$ cat src/rtl/mult.sv
// Sequential signed multiplier: radix-2 Booth recoding, one multiplier bit per clock.
// Shares the start/busy/done handshake of the restoring divider; product is split into hi/lo.
module mult #(
    parameter int WIDTH = 32
) (
    input  logic             clk,
    input  logic             rst,
    input  logic             start,
    input  logic [WIDTH-1:0] a,
    input  logic [WIDTH-1:0] b,
    output logic             busy,
    output logic             done,
    output logic [WIDTH-1:0] hi,
    output logic [WIDTH-1:0] lo
);

    localparam int CW = $clog2(WIDTH + 1);
    localparam logic [CW-1:0] LAST = CW'(WIDTH - 1);

    typedef enum logic [1:0] {
        IDLE,
        RUN,
        FIN
    } state_t;

    state_t           state_reg;
    // A and M carry one extra bit so that subtracting M = -2^(WIDTH-1) cannot overflow.
    logic [WIDTH:0]   m_reg;
    logic [WIDTH:0]   acc_reg;
    logic [WIDTH-1:0] q_reg;
    logic             q_m1_reg;
    logic [CW-1:0]    count_reg;
    logic             busy_reg;
    logic             done_reg;
    logic [WIDTH-1:0] hi_reg;
    logic [WIDTH-1:0] lo_reg;

    logic [WIDTH:0]   sum;

    always_comb begin
        sum = acc_reg;
        case ({q_reg[0], q_m1_reg})
            2'b01:   sum = acc_reg + m_reg;
            2'b10:   sum = acc_reg - m_reg;
            default: sum = acc_reg;
        endcase
    end

    always_ff @(posedge clk or negedge rst) begin
        if (!rst) begin
            state_reg <= IDLE;
            m_reg     <= '0;
            acc_reg   <= '0;
            q_reg     <= '0;
            q_m1_reg  <= 1'b0;
            count_reg <= '0;
            busy_reg  <= 1'b0;
            done_reg  <= 1'b0;
            hi_reg    <= '0;
            lo_reg    <= '0;
        end else begin
            done_reg <= 1'b0;
            case (state_reg)
                IDLE: begin
                    if (start) begin
                        m_reg     <= {a[WIDTH-1], a};
                        acc_reg   <= '0;
                        q_reg     <= b;
                        q_m1_reg  <= 1'b0;
                        count_reg <= '0;
                        busy_reg  <= 1'b1;
                        state_reg <= RUN;
                    end
                end
                RUN: begin
                    // Arithmetic shift of {A,Q,Q-1} after the Booth add/subtract.
                    acc_reg   <= {sum[WIDTH], sum[WIDTH:1]};
                    q_reg     <= {sum[0], q_reg[WIDTH-1:1]};
                    q_m1_reg  <= q_reg[0];
                    count_reg <= count_reg + 1'b1;
                    if (count_reg == LAST) begin
                        state_reg <= FIN;
                    end
                end
                FIN: begin
                    hi_reg    <= acc_reg[WIDTH-1:0];
                    lo_reg    <= q_reg;
                    done_reg  <= 1'b1;
                    busy_reg  <= 1'b0;
                    state_reg <= IDLE;
                end
                default: begin
                    state_reg <= IDLE;
                    busy_reg  <= 1'b0;
                end
            endcase
        end
    end

    assign busy = busy_reg;
    assign done = done_reg;
    assign hi   = hi_reg;
    assign lo   = lo_reg;

endmodule

$ cat config.mk
export PLATFORM = sky130hd
export DESIGN_NAME = mult
export DESIGN_NICKNAME = d
export VERILOG_FILES = /design/src/rtl/mult.sv
export SDC_FILE = /design/constraint.sdc
export NUM_CORES = 1
export LEC_CHECK = 0
export ABC_AREA = 1
export BUFFER_PORTS_ARGS = -buffer_cell sky130_fd_sc_hd__buf_2
export CORE_MARGIN = 2
export CORE_UTILIZATION = 35
export DETAILED_ROUTE_END_ITERATION = 16
export SLEW_MARGIN = 20
export SYNTH_ARGS = -nofsm -noshare
export SYNTH_HDL_FRONTEND = slang
export SYNTH_SLANG_ARGS = --single-unit
$ cat constraint.sdc
create_clock -name clk -period 3 [get_ports clk]
set_input_delay 0.6 -clock clk [delete_from_list [all_inputs] [get_ports clk]]
set_output_delay 0.6 -clock clk [all_outputs]
set_load 0.1 [all_outputs]
==> metrics, run 1 <==
outcome=finished clean; number of hold buffers added after cts=0; final instance area=around 13,000 µm²; I/O pin cnt=roughly 130; Critical Path Most Common Cell=nand3_1; Worst Reg-to-Reg Cells=17; Area growth syn-to-layout=27.25%; initial antenna violation count=0; Routed Antenna Nets=0; Final Instance Count excl. Fillers=1,978; Die Y=174.7 µm; placer congestion estimate=about 0.93; CP required=3.36 ns; worst slew pin tran=0.5718 ns; type of origin of the critical path=flop; DP Cell Count=1,936; Clock Latency Late Sink=0.45 ns; area of the core=about 29,000 µm²; Synth async-reset ratio=100.0%; R2R Path End=acc_reg[17]; top-area cell type share of the netlist area=41.94%; Iteration-0 DRC Markers=516; total track usage=18.98%; skew final=0.01141 ns; Fillers=2,941; Seq/Total Area, Yosys=41.94%; TritonCTS buffer count=17; root buffer cell=clkbuf_16; CTS tree=built; Post-synth EDFFs=0; CP peak stage delay=0.41 ns; Synth cell types=44; Slew headroom=61.74%; most common cell after layout, fill and taps aside=nand2_1; RSZ-0062 raised after global routing=true; GR Overflow Total=0; Crit path max-delay family=simple AND/OR/NAND/NOR gates; Routed WL per cell=about 15 µm; Worst Hold Class=in -> async; clock-pin transition on the worst setup and hold timing paths=0.08 ns; standard-cell row count=62; slowest CP cell=dfrtp_1; H-tree depth=4; Final Setup Violations=0; crit path DAT=3.28 ns; Crit. Startpoint=m_reg[1]; vias in the first global route=9,005; Worst Path Buf+Inv=4; Syn Std Cell Area=10,200 µm²; reg2reg setup slack=0.08 ns; post-route minimum period=2.917 ns; Post-Syn Area per Cell=around 7.2 µm²; die area=30,530 µm²; Max-cap violations=0; Crit Path Max Fanout=4; Hold Vio Cnt, Final=0; Vias=between 9,000 and 10,000; largest net degree at the start of global routing=78; Sink Count=171; DR top layer=met4; Mapped Cells=1,427; part of the cycle the worst path needs=~97%; met1 wire length=14.46 mm; final WL=just under 30 mm; router iterations before antenna repair=5; port bufs=between 100 and 150; critical path type=reg -> reg; crit path cell chain=buf_6 -> nor3_4 -> buf_4 -> nand4_1 -> o31ai_2 -> xnor2_1 -> inv_1 -> ha_4 -> nand2_4 -> nor2_4 -> buf_4 -> nand3_1 -> nand3_2 -> nand2_1 -> nand3_1 -> nand3_1 -> a22oi_1; layout cells sized above 1=23.71%; Worst Setup End Kind=flop; ys flop type=dfrtp_1; most frequent cells in the layout=nand2_1 (405), inv_1 (249), dfrtp_1 (170), buf_2 (131), o21ai_0 (127); global-route wire length before repair=roughly 46 mm; metal3 WL=between 1 and 1.5 mm; largest area contributor in the netlist=dfrtp_1; fin nets=1,684; CTS Buffer Depth=2; vias per inst=4.762; DP Area=11,530 µm²; met2 routed wirelength=roughly 13 mm; yosys warns=0; DRC=0; Net Count, Synth=1,530; die width=174.7 µm; post-DP HPWL=21.51 mm; Synth area leaders=dfrtp_1 (42%), nand2_1 (16%), inv_1 (9.4%), o21ai_0 (6.3%), ha_1 (4.3%); Final Max Tran Viols=0; Reg2Reg Launch Point=m_reg[1]; Starting Density=35.55%; fmax=342.8 MHz; diode count=0; #FFs+latches synth=171
==> worst max-delay path by stage <==
| stage | end | slack [ns] | cells past startpoint |
|---|---|---|---|
| after floorplan | acc_reg[31] | 0.27 | 19 |
| after global placement | acc_reg[28] | -0.07 | 19 |
| after detailed placement | acc_reg[21] | -0.11 | 17 |
| after CTS | acc_reg[30] | 0.006 | 20 |
| after global routing | acc_reg[30] | -0.14 | 18 |
| final | acc_reg[17] | 0.08 | 17 |
==> Yosys cell counts, types with 4 or more instances <==
| cell type | instances |
|---|---|
| a21oi_1 | 43 |
| a22oi_1 | 19 |
| a31oi_1 | 4 |
| buf_2 | 12 |
| clkbuf_1 | 30 |
| dfrtp_1 | 171 |
| ha_1 | 35 |
| inv_1 | 255 |
| inv_2 | 7 |
| nand2_1 | 447 |
| nand2_2 | 7 |
| nand3_1 | 61 |
| nand3b_1 | 4 |
| nand4_1 | 5 |
| nor2_1 | 93 |
| o21ai_0 | 129 |
| o21ai_1 | 4 |
| o221ai_1 | 18 |
| o31ai_1 | 4 |
| or2_2 | 4 |
| xnor2_1 | 13 |
| xor2_1 | 24 |
==> metrics by stage <==
| step | utilization [%] | setup WS (ns) | hold slack [ns] | setup TNS (ns) |
|---|---|---|---|---|
| global placement | 40.17 | -0.07397 | 0.4515 | -0.1671 |
| global route | 45.24 | -0.1412 | 0.06054 | -0.7795 |
| CTS | 42.87 | 0.006257 | 0.04793 | 0 |
| floorplan | - | 0.2706 | 0.3044 | 0 |
| detailed placement | 40.17 | -0.1119 | 0.4642 | -0.7360 |
| finish | 45.24 | 0.08292 | 0.04516 | 0 |
==> timing repair <==
| action | in CTS | in global routing |
|---|---|---|
| buffers inserted | 4 | 5 |
| pin swaps | 5 | 52 |
| cloned | 0 | 1 |
| endpoints found under the setup margin | 13 | 25 |
| gates resized for setup | 21 | 149 |
==> layer usage <==
metal | track usage, % | up-vias
met4 | 5.382 | 0
met3 | 3.264 | 31
met5 | 0 | -
met2 | 28.57 | 205
met1 | 27.97 | 4401
li1 | - | 4782
==> cell type report <==
cell class                      instances  area (µm²)  area share, %
Timing Repair Buffer                  181        1139          8.769
Clock inverter                         15       206.4          1.590
Tap cell                              384       480.5          3.700
Multi-Input combinational cell        948        5468          42.11
Inverter                              262       984.7          7.584
Sequential cell                       171        4280          32.97
Clock buffer                           17       425.4          3.276
==> cells by family after synthesis <==
family,after synthesis,share of synthesized area (%)
AOI/OAI and AO/OA,235,13.37
xor gates and xnor gates,37,3.176
adders and majority gates,36,4.488
buffers and inverters,308,11.51
DFF,171,41.94
and+or+nand+nor,640,25.52
Power of run 1 is left out: the tool's default activity adds up to more than one toggle a clock period on the data nets, which glitch-free logic cannot reach.
==> run 2, diff against run 1 <==
clock period = 3.4 ns   (was 3 ns; I/O delays follow)
==> metrics, run 2 (synthesis gave the netlist of run 1 again) <==
Final Instance Count excl. Fillers=1,943; largest net degree at the start of global routing=between 70 and 80; DRC=0; skew final=0.01484 ns; Worst Hold Class=in -> async; GR Overflow Total=0; layout cells sized above 1=13.86%; Clock Latency Late Sink=0.44 ns; Die Y=174.7 µm; Slew headroom=54.23%; outcome=finished clean; most frequent cells in the layout=nand2_1 (445), inv_1 (255), dfrtp_1 (171), buf_2 (131), o21ai_0 (129); TritonCTS buffer count=17; vias in the first global route=about 8,900; Area growth syn-to-layout=16.75%; die width=~170 µm; area of the core=28,700 µm²; port bufs=between 100 and 150; router iterations before antenna repair=5; critical path type=reg -> reg; Iteration-0 DRC Markers=about 600; Critical Path Most Common Cell=nand2_1; Hold Vio Cnt, Final=0; clock-pin transition on the worst setup and hold timing paths=0.08 ns; post-DP HPWL=21.67 mm; placer congestion estimate=0.9443; Util after Layout=a little over 40%; RSZ-0062 raised after global routing=true; Final Max Tran Viols=0; die area=30,530 µm²; standard-cell row count=62; post-route minimum period=3.125 ns; type of origin of the critical path=flop; Worst Path Buf+Inv=4; Final Setup Violations=0; crit path cell chain=inv_1 -> ha_1 -> nand3_1 -> nor2_4 -> nand2_2 -> o31ai_4 -> xor2_1 -> inv_1 -> ha_1 -> nand2_1 -> inv_1 -> nand2_1 -> nand2_1 -> inv_1 -> nand2_1 -> a21oi_1 -> nand2_1 -> nand2_1 -> nand3_1 -> a21oi_1; Routed Antenna Nets=0; Worst Setup End Kind=flop; fin nets=1,649; DP Cell Count=1,911; CP peak stage delay=0.41 ns; fmax=roughly 320 MHz; most common cell after layout, fill and taps aside=nand2_1; diode count=0; CP required=3.76 ns; final instance area=11,910 µm²; root buffer cell=clkbuf_16; global-route wire length before repair=roughly 46 mm; CTS tree=built; I/O pin cnt=133; slowest CP cell=dfrtp_1; crit path DAT=approximately 3.5 ns; final WL=28.38 mm; Vias=9,177; initial antenna violation count=0; Routed WL per cell=14.61 µm; reg2reg setup slack=roughly 0.27 ns; vias per inst=4.723; H-tree depth=4; Starting Density=between 30 and 40%; CTS Buffer Depth=2; Crit path max-delay family=simple AND/OR/NAND/NOR gates; total track usage=19.03%; Sink Count=171; number of hold buffers added after cts=0; worst slew pin tran=0.6865 ns; Max-cap violations=0; setup TNS=0 ns; DP Area=11,310 µm²; part of the cycle the worst path needs=91.92%; Crit Path Max Fanout=6
-- run 2: path summary, 6_finish.rpt --
path	start	cells after the start	endpoint
max reg2reg	m_reg[1]	20	acc_reg[27]
min in group clk	a[10]	3	m_reg[10]
min reg2reg	lo[24]	2	lo[24]
max in group asynchronous	rst	2	q_reg[14]
min	rst	1	lo[24]
max	m_reg[1]	20	acc_reg[27]
-- run 2: layout make-up --
type,instances,area [µm²]
clock buffer,18,429.2
clock inverter,14,153.9
fill,3092,16790
inverter,262,984.7
multi-input combinational,948,4776
sequential,171,4279
tap,384,480.5
timing repair buffer,146,809.5
-- run 2: worst reg2reg max path: stages, from the launching register on --
cell and delay, ns:
dfrtp_1 0.41, inv_1 0.11, ha_1 0.18, nand3_1 0.16
nor2_4 0.19, nand2_2 0.10, o31ai_4 0.21, xor2_1 0.17
inv_1 0.09, ha_1 0.34, nand2_1 0.17, inv_1 0.08
nand2_1 0.06, nand2_1 0.06, inv_1 0.05, nand2_1 0.08
a21oi_1 0.20, nand2_1 0.07, nand2_1 0.06, nand3_1 0.08
a21oi_1 0.15
-- run 2: through the flow --
| step | hold WS, ns | setup slack [ns] |
|---|---|---|
| after floorplan | 0.3844 | 0.6706 |
| after global placement | 0.4500 | 0.2508 |
| after detailed placement | 0.4670 | 0.2012 |
| after CTS | 0.2711 | 0.1892 |
| after global routing | 0.3075 | -0.01825 |
| final | 0.2585 | 0.2746 |
-- run 2: what timing repair did --
item                                    4_1_cts  5_1_grt
buffers inserted                              0        0
resized for setup                             0        8
endpoints found under the setup margin        0        6
-- run 2: layer usage --
metal / wire [µm] / vias up / share of wire (%) / global-route usage (%)
met3: 1547 / 27 / 5.5 / 3.329
met5: 0 / - / 0 / 0
met1: 14440 / 4200 / 51 / 27.97
met2: 11970 / 247 / 42 / 28.85
met4: 419 / 0 / 1.5 / 5.069
li1: - / 4703 / - / -
Power of run 2 is left out for the same reason.
